## config.mk

```make
export PLATFORM = sky130hd
export DESIGN_NAME = dcache_store_unit
export DESIGN_NICKNAME = d
export VERILOG_FILES = /design/src/rtl/dcache_store_unit.sv
export SDC_FILE = /design/constraint.sdc
export NUM_CORES = 1
export LEC_CHECK = 0
export CORE_AREA = 2 2 166 168
export CTS_CLUSTER_SIZE = 30
export DETAILED_ROUTE_END_ITERATION = 6
export DIE_AREA = 0 0 168 170
export PLACE_DENSITY = 0.74
export SYNTH_ARGS = -nofsm -noshare
export SYNTH_HDL_FRONTEND = slang
export SYNTH_SLANG_ARGS = --single-unit
export TNS_END_PERCENT = 30
```

## constraint.sdc

```tcl
create_clock -name clock -period 5.1 [get_ports clock]
set_input_delay 0.765 -clock clock [delete_from_list [all_inputs] [get_ports clock]]
set_output_delay 0.765 -clock clock [all_outputs]
set_load 0.005 [all_outputs]
```

## src/rtl/dcache_store_unit.sv

```systemverilog
// Retirement-side store engine: merges one retired store into its 8-byte line
// (D$ hit or memory fill), writes the line to the D$ and then through to memory.
module dcache_store_unit #(
  parameter  int DCACHE_LINES = 32,
  localparam int IDX_BITS     = $clog2(DCACHE_LINES),
  localparam int TAG_BITS     = 29 - IDX_BITS
) (
  input  logic                clock,
  input  logic                reset,
  input  logic                st_valid,
  input  logic [31:0]         st_addr,
  input  logic [31:0]         st_data,
  input  logic [1:0]          st_size,
  output logic                store_in_progress,
  output logic                store_complete,
  output logic [IDX_BITS-1:0] dc_rd_idx,
  input  logic                dc_rd_valid,
  input  logic [TAG_BITS-1:0] dc_rd_tag,
  input  logic [63:0]         dc_rd_data,
  output logic                dc_wr_en,
  output logic [IDX_BITS-1:0] dc_wr_idx,
  output logic [TAG_BITS-1:0] dc_wr_tag,
  output logic [63:0]         dc_wr_data,
  output logic [1:0]          proc2mem_command,
  output logic [31:0]         proc2mem_addr,
  output logic [63:0]         proc2mem_data,
  input  logic                mem_grant,
  input  logic [3:0]          mem2proc_response,
  input  logic [63:0]         mem2proc_data,
  input  logic [3:0]          mem2proc_tag
);

  localparam logic [1:0] BUS_NONE  = 2'd0;
  localparam logic [1:0] BUS_LOAD  = 2'd1;
  localparam logic [1:0] BUS_STORE = 2'd2;

  typedef enum logic [2:0] {
    IDLE,
    LOOKUP,
    LOAD_REQ,
    LOAD_WAIT,
    STORE_REQ,
    DONE
  } state_e;

  state_e        state_q, state_d;
  logic [31:0]   addr_q, addr_d;
  logic [31:0]   data_q, data_d;
  logic [1:0]    size_q, size_d;
  logic [63:0]   line_q, line_d;
  logic [3:0]    ld_tag_q, ld_tag_d;

  logic [2:0]          req_off;
  logic [IDX_BITS-1:0] req_idx;
  logic [TAG_BITS-1:0] req_tag;
  logic [63:0]         merge_base;
  logic [63:0]         merged;
  logic                hit;
  logic                accepted;
  logic                fill_match;

  assign req_off = addr_q[2:0];
  assign req_idx = addr_q[3 +: IDX_BITS];
  assign req_tag = addr_q[31 -: TAG_BITS];

  assign dc_rd_idx = req_idx;
  assign dc_wr_idx = req_idx;
  assign dc_wr_tag = req_tag;

  // Offset bits below the access size are dropped, so lanes are size-aligned.
  function automatic logic [63:0] mergeLine(input logic [63:0] base,
                                            input logic [2:0]  off,
                                            input logic [1:0]  size,
                                            input logic [31:0] data);
    logic [63:0] m;
    m = base;
    case (size)
      2'd0:    m[{off, 3'b000} +: 8]           = data[7:0];
      2'd1:    m[{off[2:1], 4'b0000} +: 16]    = data[15:0];
      default: m[{off[2], 5'b00000} +: 32]     = data[31:0];
    endcase
    return m;
  endfunction

  assign hit        = dc_rd_valid && (dc_rd_tag == req_tag);
  assign accepted   = mem_grant && (mem2proc_response != 4'd0);
  assign fill_match = (mem2proc_tag != 4'd0) && (mem2proc_tag == ld_tag_q);
  assign merge_base = (state_q == LOAD_WAIT) ? mem2proc_data : dc_rd_data;
  assign merged     = mergeLine(merge_base, req_off, size_q, data_q);

  always_ff @(posedge clock) begin
    if (reset) begin
      state_q  <= IDLE;
      addr_q   <= '0;
      data_q   <= '0;
      size_q   <= '0;
      line_q   <= '0;
      ld_tag_q <= '0;
    end else begin
      state_q  <= state_d;
      addr_q   <= addr_d;
      data_q   <= data_d;
      size_q   <= size_d;
      line_q   <= line_d;
      ld_tag_q <= ld_tag_d;
    end
  end

  always_comb begin
    state_d           = state_q;
    addr_d            = addr_q;
    data_d            = data_q;
    size_d            = size_q;
    line_d            = line_q;
    ld_tag_d          = ld_tag_q;
    store_in_progress = (state_q != IDLE);
    store_complete    = 1'b0;
    dc_wr_en          = 1'b0;
    dc_wr_data        = '0;
    proc2mem_command  = BUS_NONE;
    proc2mem_addr     = '0;
    proc2mem_data     = '0;

    case (state_q)
      IDLE: begin
        if (st_valid) begin
          addr_d  = st_addr;
          data_d  = st_data;
          size_d  = st_size;
          state_d = LOOKUP;
        end
      end
      LOOKUP: begin
        if (hit) begin
          dc_wr_en   = 1'b1;
          dc_wr_data = merged;
          line_d     = merged;
          state_d    = STORE_REQ;
        end else begin
          state_d = LOAD_REQ;
        end
      end
      LOAD_REQ: begin
        proc2mem_command = BUS_LOAD;
        proc2mem_addr    = {addr_q[31:3], 3'b000};
        if (accepted) begin
          ld_tag_d = mem2proc_response;
          state_d  = LOAD_WAIT;
        end
      end
      LOAD_WAIT: begin
        // Write-allocate: the filled and merged line goes straight into the D$.
        if (fill_match) begin
          dc_wr_en   = 1'b1;
          dc_wr_data = merged;
          line_d     = merged;
          state_d    = STORE_REQ;
        end
      end
      STORE_REQ: begin
        proc2mem_command = BUS_STORE;
        proc2mem_addr    = {addr_q[31:3], 3'b000};
        proc2mem_data    = line_q;
        if (accepted) begin
          state_d = DONE;
        end
      end
      DONE: begin
        store_complete = 1'b1;
        state_d        = IDLE;
      end
      default: state_d = IDLE;
    endcase
  end

endmodule

```

Word-level counts from Yosys, hierarchy flattened

Index checks and enable logic that the tools add are counted.

Register bits: 137
Input port bits: 231
Output and inout bits: 199
Logic and storage cells: 66

Add/sub/neg operators: 3
Eq/ne operators: 13
Shift-type cells: 6
Mux-type cells: 24
Reduce and logical (&&, ||, !) cells: 14

Operators by type and width:

| operator                                               | count |
|---|---|
| two-way mux 64 bit                                     | 6 |
| one-hot mux 64 bit (2 select lines)                    | 3 |
| bitwise mux 64 bit                                     | 3 |
| variable shift 16 x 8 -> 64 bit (first input constant) | 1 |
| variable shift 32 x 8 -> 64 bit (first input constant) | 1 |
| variable shift 8 x 8 -> 64 bit (first input constant)  | 1 |
| variable part select 16 x 8 -> 64 bit                  | 1 |
| variable part select 32 x 8 -> 64 bit                  | 1 |
| variable part select 8 x 8 -> 64 bit                   | 1 |
| two-way mux 32 bit                                     | 1 |
| == test 24 bit                                         | 1 |
| negator 6 -> 8 bit                                     | 3 |
| two-way mux 3 bit                                      | 5 |
| one-hot mux 3 bit (5 select lines)                     | 1 |
| inequality test 2 bit (second input constant)          | 5 |
| nonzero test 4 bit                                     | 2 |
| == test 3 x 2 -> 1 bit (second input constant)         | 2 |
| == test 3 bit (second input constant)                  | 2 |
| == test 4 bit                                          | 1 |
| one-hot mux 2 bit (2 select lines)                     | 1 |
| AND reduction 2 bit                                    | 2 |
| AND reduction 4 bit                                    | 1 |
| == test 3 x 1 -> 1 bit (second input constant)         | 1 |
| logical AND 1 bit                                      | 3 |
| 9 further kinds                                        | 11 |

Logic depth before layout (Yosys ltp)

Gate-level depths: netlist of the first run.

Depth after elaboration: 6
Depth in mapped cells: 11
Gate-level depth less buffers: 8

Least setup slack after synthesis of the first run

OpenSTA, ideal clock, no wires.

Path kind: register -> output
From: register addr_q[2]
To: output dc_wr_data[11]
Arrival time: 2.816 ns
Required time: 4.335 ns
Path slack: 1.519 ns
Cell stages (with the launch flop): 12
Path buffers: 4
Path through: dfxtp_1 clkbuf_1 clkinv_1 clkbuf_1 ha_1 or4b_1 buf_2 or3_1 buf_2 o22a_1 nand3_1 nor2_1

Word-level cells in the longest chain between the ends: 6
Elaborated cells on any way between the ends: 16
Those cells by class: add/sub: 3; shift: 6; mux: 7

Ends and longest elaborated chain:

| element                                                             | RTL line   | source |
|---|---|---|
| from (decl)                                                         | 47         | `logic [31:0] addr_q, addr_d;` |
| from (signal assigned)                                              | 101        | `addr_q <= addr_d;` |
| negator 6 -> 8 bit, on equally long branches                        | 80, 78, 79 |  |
| variable part select 32 x 8 -> 64 bit, or another cell as far along | 80         | `default: m[{off[2], 5'b00000} +: 32] = data[31:0];` |
| bitwise mux 64 bit, on equally long branches                        | 80, 78, 79 |  |
| one-hot mux 64 bit (2 select lines) *                               | 77         | `case (size)` |
| two-way mux 64 bit, on equally long branches                        | 153, 134   |  |
| one-hot mux 64 bit (2 select lines) *                               | 124        | `case (state_q)` |
| to (decl)                                                           | 23         | `output logic [63:0] dc_wr_data,` |

Mark *: on every way between the ends. The rest lies on a longest branch, timed or not.

Worst setup path in the final report of the first run

From: register addr_q[1]
To: output dc_wr_data[34]

Word-level cells in the longest chain between the ends: 6
Elaborated cells on any way between the ends: 12
Those cells by class: add/sub: 2; shift: 4; mux: 6

Ends and longest elaborated chain:

| element                                                             | RTL line | source |
|---|---|---|
| negator 6 -> 8 bit, on equally long branches                        | 79, 78   |  |
| variable part select 16 x 8 -> 64 bit, or another cell as far along | 79       | `2'd1: m[{off[2:1], 4'b0000} +: 16] = data[15:0];` |
| bitwise mux 64 bit, on equally long branches                        | 79, 78   |  |
| one-hot mux 64 bit (2 select lines) *                               | 77       |  |
| two-way mux 64 bit, on equally long branches                        | 153, 134 |  |
| one-hot mux 64 bit (2 select lines) *                               | 124      |  |

Marks and branches as above.

==> results.md, run 1 <==
- CTS tree: done
- CP Launch Type: flop
- P&R area growth vs syn: 44.6%
- Initial antenna violation count: 0
- Worst Min Path Start: line_q[11]
- Crit-path leading delay family: compound AO/OA/AOI/OAI gates
- Post-CTS setup buffer count: 0
- Critical Setup Path Class: reg -> out
- Die ar.: approximately 29000 sq um
- Pre-CTS WS: 0.915 ns
- Hold-fix buffer count after cts: 0
- M1 GR Usage: around 38%
- CP Launch Point: addr_q[1]
- Count of cell types in the netlist: 60
- Die X: 168 um
- Via Count: roughly 13k
- Period minus WS final: 4.70 ns
- Warnings, synthesis: 0
- Final core occ: 57.3%
- Flops & latches, synth: between 100 and 150
- Routed WL per cell: approximately 22 um
- Max clock buf depth: 2
- Placed insts: 2104
- CP Capture Type: primary output
- FFs w/ async S/R, synth: 0%
- WP buf/inv: 2
- Final hold vios: 0
- Initial core utilization: 39.6%
- Launching point of the worst reg2reg path: addr_q[1]
- Drt total wl: 46900 um
- H-tree levels: 4
- Cells after Synth: 1479
- Antenna-violating nets left: 0
- Max-Cap Viols: 0
- Post-synth EDFFs: 0
- Slack of the critical path: approximately 0.40 ns
- Vias in the first global route: about 12k
- Clk_skew: roughly 0.011 ns
- GR Util met3: 7.81%
- Remaining global-route overflow: 0
- Clk pin slew, worst setup/hold paths: around 0.070 ns
- Post-DP Area: 14700 sq um
- Worst reg2reg setup slack: around 1.8 ns
- Commonest non-fill, non-tap cell in the layout: clkdlybuf4s50_1
- Post-Layout Cell Count: 2137
- Sequential area share after synthesis: between 20% and 30%
- GR peak layer: met2
- Resized Gates After CTS: 0
- Share of cells above drive strength 1: 4.79%
- Pre-Repair DR Iteration Count: 6
- Setup TNS: 0 ns
- Peak Freq: roughly 210 MHz
- Largest net degree at the start of global routing: 87
- Least-Margin Pin Slew: approximately 1.4 ns
- Synth Flop Type: dfxtp_1
- Met2 Use GR: 54.7%
- Slew HR: just under 8%
- Root Driver: clkbuf_16
- Data arrival, critical path: 3.94 ns
- Hold path endpoint: line_q[11]
- Max Slew Vio Count: 0
- Initial DRC count: 1310
- Die Span Y: 170 um
- # DRC: 0
- Count of final setup violators: 0
- Status: completed
- Overall routing resource usage: roughly a third
- Layout Nets: 2021
- IO Pins: 430
- Worst Hold Class: reg -> reg
- Fin area: 15300 sq um
- Synth Cell Area: 10600 sq um
- PortBufs: 426
- Global-route wire length before repair: 70100 um
- Mean Syn Cell Area: 7.14 sq um
- CP Max Fanout: 9
- Req. time, crit path: 4.34 ns
- Unrepaired setup endpoints after global routing: false
- Cell leakage power: 6.24 nW
- Detail Placement HPWL: 34400 um
- Global placement routability congestion: 0.977
- Period utilization: 92.2%
- Critical path cell sequence: inv_1 -> ha_1 -> ha_1 -> nor4b_1 -> a221oi_1 -> nor3b_1 -> nor2_1 -> nor2_1 -> clkdlybuf4s50_1
- CP peak stage delay: 1.17 ns
- TritonCTS Buffers: 17
- R2r worst-path depth: 8
- Worst skew pair latency: 0.43 ns
- Max VDD drop: between 0.1 and 0.15 mV
- Rows: 60
- Routed vias/inst: 5.87
- Worst Hold Path Cells: 2
- Sink Count: 137
- Reg-to-Reg End: line_q[38]
- Commonest non-fill, non-tap cells in the layout: clkdlybuf4s50_1, nand2_1, nor2_1
- P per Cell Area: 226 nW/um^2
- Core area: ~27000 sq um
- Slowest CP cell: a221oi_1
-- synthesized netlist by cell type (all sizes together) (20+ instances only) --
cell,count,area (sq um)
a22oi,25,188
nor2b,20,125
nand3,54,270
nor2,150,563
nor3b,25,188
o21ai,43,215
nand4,34,213
nand2,227,852
buf,94,573
and2,104,651
a221oi,24,210
clkbuf,82,309
a21oi,145,726
mux2i,101,1010
dfxtp,137,2740
o2111ai,24,210
-- tightest hold or removal path: cells and delay by family, from the launching register on --
kind	cells	cell delay (ns)
flops	1	0.31
simple gates	1	0.05
mux	1	0.05
-- cells by family after synthesis --
family	synth area share (%)
buffers and inverters	8.60
AOI/OAI and AO/OA	19.2
adders and majority gates	1.04
other	0.0355
xor gates and xnor gates	2.32
muxes	10.4
DFF	26.0
and+or+nand+nor	32.4
-- worst max-delay path by stage --
stage / slack [ns] / cells after the start / end
3_5_place_dp: 0.92 / 9 / dc_wr_data[34]
2_1_floorplan: 1.52 / 11 / dc_wr_data[11]
3_3_place_gp: 0.95 / 9 / dc_wr_data[32]
4_1_cts: 0.46 / 9 / dc_wr_data[34]
5_1_grt: 0.17 / 9 / dc_wr_data[34]
6_report: 0.40 / 9 / dc_wr_data[34]
-- per-stage QoR --
| step | hold slack [ns] | total power (W) |
|---|---|---|
| after floorplan | 0.433 | 0.00176 |
| after global placement | 0.440 | 0.00221 |
| after detailed placement | 0.446 | 0.00222 |
| after CTS | 0.456 | 0.00345 |
| after global routing | 0.472 | 0.00360 |
| final | 0.453 | 0.00345 |
-- layout make-up --
cell class              count  area [sq um]
well taps                 341           427
diodes                      2          5.00
clock inverters            13           133
clock buffers              18           439
multi-input cells        1161          6960
repair buffers            458          4540
fillers                  2493         11400
flip-flops and latches    137          2740
inverters                   7          27.5
-- per-layer routing --
layer / up-vias / routed length, um
met5: - / 0
met4: 0 / 2030
met3: 132 / 4590
met2: 791 / 22300
met1: 5850 / 18000
li1: 5777 / -
-- sequential cells by signal, indices dropped and copies added, names as in the netlist --
signal	count
ld_tag_q	4
addr_q	32
state_q	3
line_q	64
size_q	2
data_q	32
-- power breakdown --
group / switching [W] / internal, W / total, W
logic: 0.000541 / 0.000454 / 0.000995
registers: 0.000106 / 0.00112 / 0.00122
clock network: 0.000540 / 0.000695 / 0.00124
Power figures use the tool's default switching activity.
==> run 2, diff against run 1 <==
CORE_AREA = 2 2 169 171   (was 2 2 166 168)
CTS_BUF_LIST = sky130_fd_sc_hd__clkbuf_8   (was default)
DIE_AREA = 0 0 171 173   (was 0 0 168 170)
PLACE_DENSITY = 0.72   (was 0.74)
==> run 2 against run 1 <==
Setup slack lost 0.15 ns. Die area grew 3.6%. Register-to-register slack lost 0.08 ns. Non-clock buffer count grew 3. Global-route usage shrank 1.3 points. Combinational power shrank 0.7%. Critical path depth is the same. First-iteration DRC count shrank 6.9%.
==> results.md, run 2 (synthesized netlist as in run 1, its figures left out) <==
- Status: completed (unchanged)
- Peak Freq: 206 MHz (was 213 MHz)
- Hold-fix buffer count after cts: 0 (unchanged)
- Worst skew pair latency: 0.48 ns (was 0.43 ns)
- Clk_skew: 0.0177 ns (was 0.0108 ns)
- Pre-Repair DR Iteration Count: 5 (was 6)
- Sw frac: 37.9% (was 34.4%)
- Vias in the first global route: 11.9k (about the same)
- Placed insts: 2144 (was 2104)
- Period utilization: 95.1% (was 92.2%)
- Combinational share of power: 31.5% (was 28.8%)
- Count of final setup violators: 0 (unchanged)
- FILL cells: 2674 (was 2493)
- Internal power: 0.00195 W (was 0.00226 W)
- Post-CTS setup buffer count: 0 (unchanged)
- Global placement routability congestion: 0.981 (was 0.977)
- Core area: 27600 sq um (was 26700 sq um)
- Setup TNS: 0 ns (unchanged)
- Max clock buf depth: 2 (unchanged)
- Register area: 2740 sq um (unchanged)
- PortBufs: 426 (unchanged)
- P&R area growth vs syn: 43.7% (was 44.6%)
- Initial antenna violation count: 3 (was 0)
- Die Span Y: 173 um (was 170 um)
- Commonest non-fill, non-tap cells in the layout: clkdlybuf4s50_1, nand2_1, nor2_1 (unchanged)
- IO Pins: 430 (unchanged)
- Cell leakage power: 6.18 nW (was 6.24 nW)
- Max-Cap Viols: 0 (unchanged)
- Drt total wl: 47200 um (was 46900 um)
- Global-route wire length before repair: 69500 um (was 70100 um)
- Share of cells above drive strength 1: 5.01% (was 4.79%)
- Detail Placement HPWL: 34400 um (about the same)
- H-tree levels: 4 (unchanged)
- Register with the most flip-flops: line_q (unchanged)
- Sequential power share: 38.9% (was 35.4%)
- Final hold vios: 0 (unchanged)
- Worst Hold Class: reg -> reg (unchanged)
- Initial DRC count: 1220 (was 1310)
- Max FFs per register: 64 (unchanged)
- Overall routing resource usage: 30.6% (was 31.9%)
- Unrepaired setup endpoints after global routing: false (unchanged)
- TritonCTS Buffers: 17 (unchanged)
- Post-DP Area: 14800 sq um (was 14700 sq um)
- Post-Layout Cell Count: 2179 (was 2137)
- Clock share of power: 29.6% (was 35.8%)
- Initial core utilization: 38.2% (was 39.6%)
- Period minus WS final: 4.85 ns (was 4.70 ns)
- Final core occ: 54.9% (was 57.3%)
- CTS tree: done (unchanged)
- P per Cell Area: 207 nW/um^2 (was 226 nW/um^2)
- Rows: 61 (was 60)
- Antenna-violating nets left: 0 (unchanged)
- Commonest non-fill, non-tap cell in the layout: clkdlybuf4s50_1 (unchanged)
- Least-Margin Pin Slew: 1.47 ns (was 1.38 ns)
- Critical Setup Path Class: reg -> out (unchanged)
- Max Slew Vio Count: 0 (unchanged)
- Routed vias/inst: 5.70 (was 5.87)
- Data arrival, critical path: 4.09 ns (was 3.94 ns)
- Via Count: 12.4k (was 12.6k)
- Area of the multi-input gates: 6970 sq um (was 6960 sq um)
- Die ar.: 29600 sq um (was 28600 sq um)
- Slew HR: 2.29% (was 7.69%)
- Resized Gates After CTS: 0 (unchanged)
- Remaining global-route overflow: 0 (unchanged)
- Root Driver: clkbuf_8 (was clkbuf_16)
- Req. time, crit path: 4.34 ns (about the same)
- Max VDD drop: 0.123 mV (was 0.136 mV)
- Layout Nets: 2024 (was 2021)
- CP Launch Type: flop (unchanged)
- CP Capture Type: primary output (unchanged)
- Tot Pwr: 0.00314 W (was 0.00345 W)
- Sink Count: 137 (unchanged)
- # DRC: 0 (unchanged)
- Largest net degree at the start of global routing: 96 (was 87)
- Die X: 171 um (was 168 um)
- Biggest regs: line_q: 64 flops, addr_q: 32 flops, data_q: 32 flops (unchanged)
- Routed WL per cell: 21.7 um (was 22.0 um)
- Clk pin slew, worst setup/hold paths: 0.09 ns (was 0.07 ns)
- CP Max Fanout: 13 (was 9)
- Switching pwr: 0.00119 W (about the same)
- Fin area: 15200 sq um (was 15300 sq um)
[run 2: metal layers]
layer | vias up | wire length (um) | global-route usage, %
li1 | 5781 | - | -
met3 | 121 | 4570 | 7.42
met2 | 731 | 22400 | 51.3
met1 | 5793 | 18100 | 36.1
met5 | - | 13 | 0
met4 | 2 | 2090 | 15.4
[run 2: critical path: stages (launching register included)]
cell and delay, ns:
dfxtp_1 0.35, clkinv_1 0.25, buf_4 0.30, ha_1 0.40, nor4b_1 0.22, a221oi_1 1.23, nor3b_1 0.19, nor2_1 0.17
nor2_1 0.05, clkdlybuf4s50_1 0.44
[run 2: power groups by stage]
stage                     clock network [W]  logic (W)  registers (W)
after global placement                    0   0.000967        0.00124
after floorplan                           0   0.000594        0.00117
after global routing               0.000985    0.00107        0.00122
after detailed placement                  0   0.000971        0.00124
final                              0.000928   0.000988        0.00122
after CTS                          0.000942   0.000976        0.00122
[run 2: worst paths after layout]
kind | startpoint | endpoint | slack [ns] | depth (start not counted)
max | addr_q[2] | dc_wr_data[33] | 0.25 | 9
min | line_q[19] | line_q[19] | 0.46 | 2
max reg2reg | addr_q[2] | line_q[32] | 1.69 | 8
min reg2reg | line_q[19] | line_q[19] | 0.46 | 2
[run 2: layout make-up]
class | count | share of cell area [%]
Clock buffer | 18 | 1.63
Timing Repair Buffer | 461 | 30.1
Inverter | 7 | 0.181
Sequential cell | 137 | 18.1
Antenna cell | 3 | 0.0494
Clock inverter | 14 | 0.948
Multi-Input combinational cell | 1161 | 45.9
Tap cell | 378 | 3.12
[run 2: stage by stage]
| step | hold WS, ns | setup slack (ns) |
|---|---|---|
| 2_1_floorplan | 0.433 | 1.52 |
| 4_1_cts | 0.461 | 0.358 |
| 3_3_place_gp | 0.441 | 0.924 |
| 5_1_grt | 0.480 | 0.104 |
| 3_5_place_dp | 0.448 | 0.852 |
| 6_report | 0.458 | 0.249 |
==> run 3, diff against run 2 <==
CORE_AREA = default   (was 2 2 169 171)
CORE_ASPECT_RATIO = 1.2   (was default)
CORE_MARGIN = 1.5   (was default)
CORE_UTILIZATION = 39   (was default)
DIE_AREA = default   (was 0 0 171 173)
PLACE_DENSITY = 0.74   (was 0.72)
==> run 3 against run 2 <==
Design area down 0.67%. Largest cell class unchanged. Flip-flop and latch count did not move. Core utilization up 2.1 points. The run now ends with design-rule violations, max-slew violations left. Routed wire length is 0.42% lower. Register-to-register slack is essentially flat. Non-clock buffer count stayed put. Combinational power hardly changed. Critical path depth stayed put. First-iteration DRC count is 6.2% lower. Final cell count decreased by 2.1%.
==> results.md, run 3 (synthesized netlist as in run 1, its figures left out) <==
- Initial DRC count: 1144 (was 1220)
- Drt total wl: 47000 um (was 47200 um)
- Remaining global-route overflow: 0 (unchanged)
- Failing checks: design-rule violations, max-slew violations
- H-tree levels: 4 (unchanged)
- # DRC: 35 (was 0)
- Root Driver: clkbuf_8 (unchanged)
- Switching pwr: 0.00115 W (was 0.00119 W)
- Via Count: 12.6k (was 12.4k)
- P per Cell Area: 206 nW/um^2 (was 207 nW/um^2)
- Commonest non-fill, non-tap cells in the layout: clkdlybuf4s50_1, nand2_1, nor2_1 (unchanged)
- Share of cells above drive strength 1: 4.95% (was 5.01%)
- Max FFs per register: 64 (unchanged)
- Final hold vios: 0 (unchanged)
- CP Max Fanout: 9 (was 13)
- CP Capture Type: primary output (unchanged)
- Period utilization: 94.3% (was 95.1%)
- Sw frac: 37.0% (was 37.9%)
- Clk pin slew, worst setup/hold paths: 0.08 ns (was 0.09 ns)
- Register with the most flip-flops: line_q (unchanged)
- Period minus WS final: 4.81 ns (was 4.85 ns)
- Global placement routability congestion: 0.941 (was 0.981)
- Overall routing resource usage: 32.2% (was 30.6%)
- Global-route wire length before repair: 69700 um (was 69500 um)
- CTS tree: done (unchanged)
- Clk_skew: 0.0222 ns (was 0.0177 ns)
- Pre-Repair DR Iteration Count: 7 (was 5)
- Initial antenna violation count: 3 (unchanged)
- Routed WL per cell: 22.0 um (was 21.7 um)
- Max-Cap Viols: 0 (unchanged)
- Core area: 26400 sq um (was 27600 sq um)
- Internal power: 0.00195 W (about the same)
- Least-Margin Pin Slew: 1.51 ns (was 1.47 ns)
- P&R area growth vs syn: 42.8% (was 43.7%)
- Largest net degree at the start of global routing: 87 (was 96)
- Slew HR: -0.694% (was 2.29%)
- Commonest non-fill, non-tap cell in the layout: clkdlybuf4s50_1 (unchanged)
- Setup TNS: 0 ns (unchanged)
- Sink Count: 137 (unchanged)
- Vias in the first global route: 12.0k (was 11.9k)
- Max VDD drop: 0.152 mV (was 0.123 mV)
- Count of final setup violators: 0 (unchanged)
- Antenna-violating nets left: 0 (unchanged)
- Critical Setup Path Class: reg -> out (unchanged)
- Hold-fix buffer count after cts: 0 (unchanged)
- Routed vias/inst: 5.91 (was 5.70)
- TritonCTS Buffers: 17 (unchanged)
- Sequential power share: 39.2% (was 38.9%)
- Cell leakage power: 6.15 nW (was 6.18 nW)
- Die Span Y: 183 um (was 173 um)
- Max clock buf depth: 2 (unchanged)
- Max Slew Vio Count: 8 (was 0)
- Peak Freq: 208 MHz (was 206 MHz)
- Resized Gates After CTS: 0 (unchanged)
- IO Pins: 430 (unchanged)
- Worst skew pair latency: 0.47 ns (was 0.48 ns)
- Detail Placement HPWL: 34700 um (was 34400 um)
- Die X: 153 um (was 171 um)
- Combinational share of power: 32.9% (was 31.5%)
- Clock share of power: 27.9% (was 29.6%)
- Biggest regs: line_q: 64 flops, addr_q: 32 flops, data_q: 32 flops (unchanged)
- Unrepaired setup endpoints after global routing: false (unchanged)
- Die ar.: 28100 sq um (was 29600 sq um)
- Post-CTS setup buffer count: 0 (unchanged)
- Initial core utilization: 40.0% (was 38.2%)
- PortBufs: 426 (unchanged)
- Worst Hold Class: reg -> reg (unchanged)
- CP Launch Type: flop (unchanged)
- Status: finished, violations left (was completed)
- Tot Pwr: 0.00310 W (was 0.00314 W)
- Data arrival, critical path: 4.04 ns (was 4.09 ns)
- Rows: 65 (was 61)
- Layout Nets: 2024 (unchanged)
- Req. time, crit path: 4.34 ns (about the same)
run 3: power by group through the flow:
| stage | Sequential (W) | Combinational, W | Clock [W] |
|---|---|---|---|
| floorplan | 0.00117 | 0.000594 | 0 |
| global placement | 0.00123 | 0.000991 | 0 |
| detailed placement | 0.00123 | 0.000997 | 0 |
| CTS | 0.00121 | 0.00100 | 0.000871 |
| global route | 0.00122 | 0.00109 | 0.000921 |
| finish | 0.00122 | 0.00102 | 0.000864 |
run 3: layout make-up:
class / count / area (sq um)
fillers: 2501 / 11400
multi-input cells: 1161 / 6970
repair buffers: 461 / 4560
flip-flops and latches: 137 / 2740
well taps: 335 / 419
clock buffers: 17 / 234
clock inverters: 15 / 128
inverters: 7 / 27.5
diodes: 1 / 2.50
run 3: worst max-delay path: stages (launching register included):
cell,delay [ns]
dfxtp_1,0.50
inv_1,0.17
ha_1,0.24
ha_1,0.37
nor4b_1,0.22
a221oi_1,1.26
nor3b_1,0.17
nor2_1,0.17
nor2_1,0.04
clkdlybuf4s50_1,0.45
run 3: routing by layer:
metal	share of wire (%)	global-route usage, %
met2	48	56.1
met5	0.028	0
met3	10	7.40
met4	5.6	17.6
met1	37	36.6
run 3: stage by stage:
stage	cells	area (sq um)	setup slack (ns)	hold WS [ns]	utilization, %
finish	2134	15100	0.293	0.457	57.1
detailed placement	2101	14700	0.877	0.448	55.7
global route	2134	15100	0.109	0.475	57.1
floorplan	1481	10600	1.52	0.433	-
global placement	2101	14700	0.908	0.440	55.7
CTS	2133	15100	0.366	0.460	57.0
run 3: path summary, 6_finish.rpt:
check | startpoint | to | slack [ns] | cells past startpoint
hold reg to reg | line_q[45] | line_q[45] | 0.46 | 2
setup reg to reg | addr_q[1] | line_q[38] | 1.68 | 8
setup / recovery | addr_q[1] | dc_wr_data[32] | 0.29 | 9
hold / removal | line_q[45] | line_q[45] | 0.46 | 2
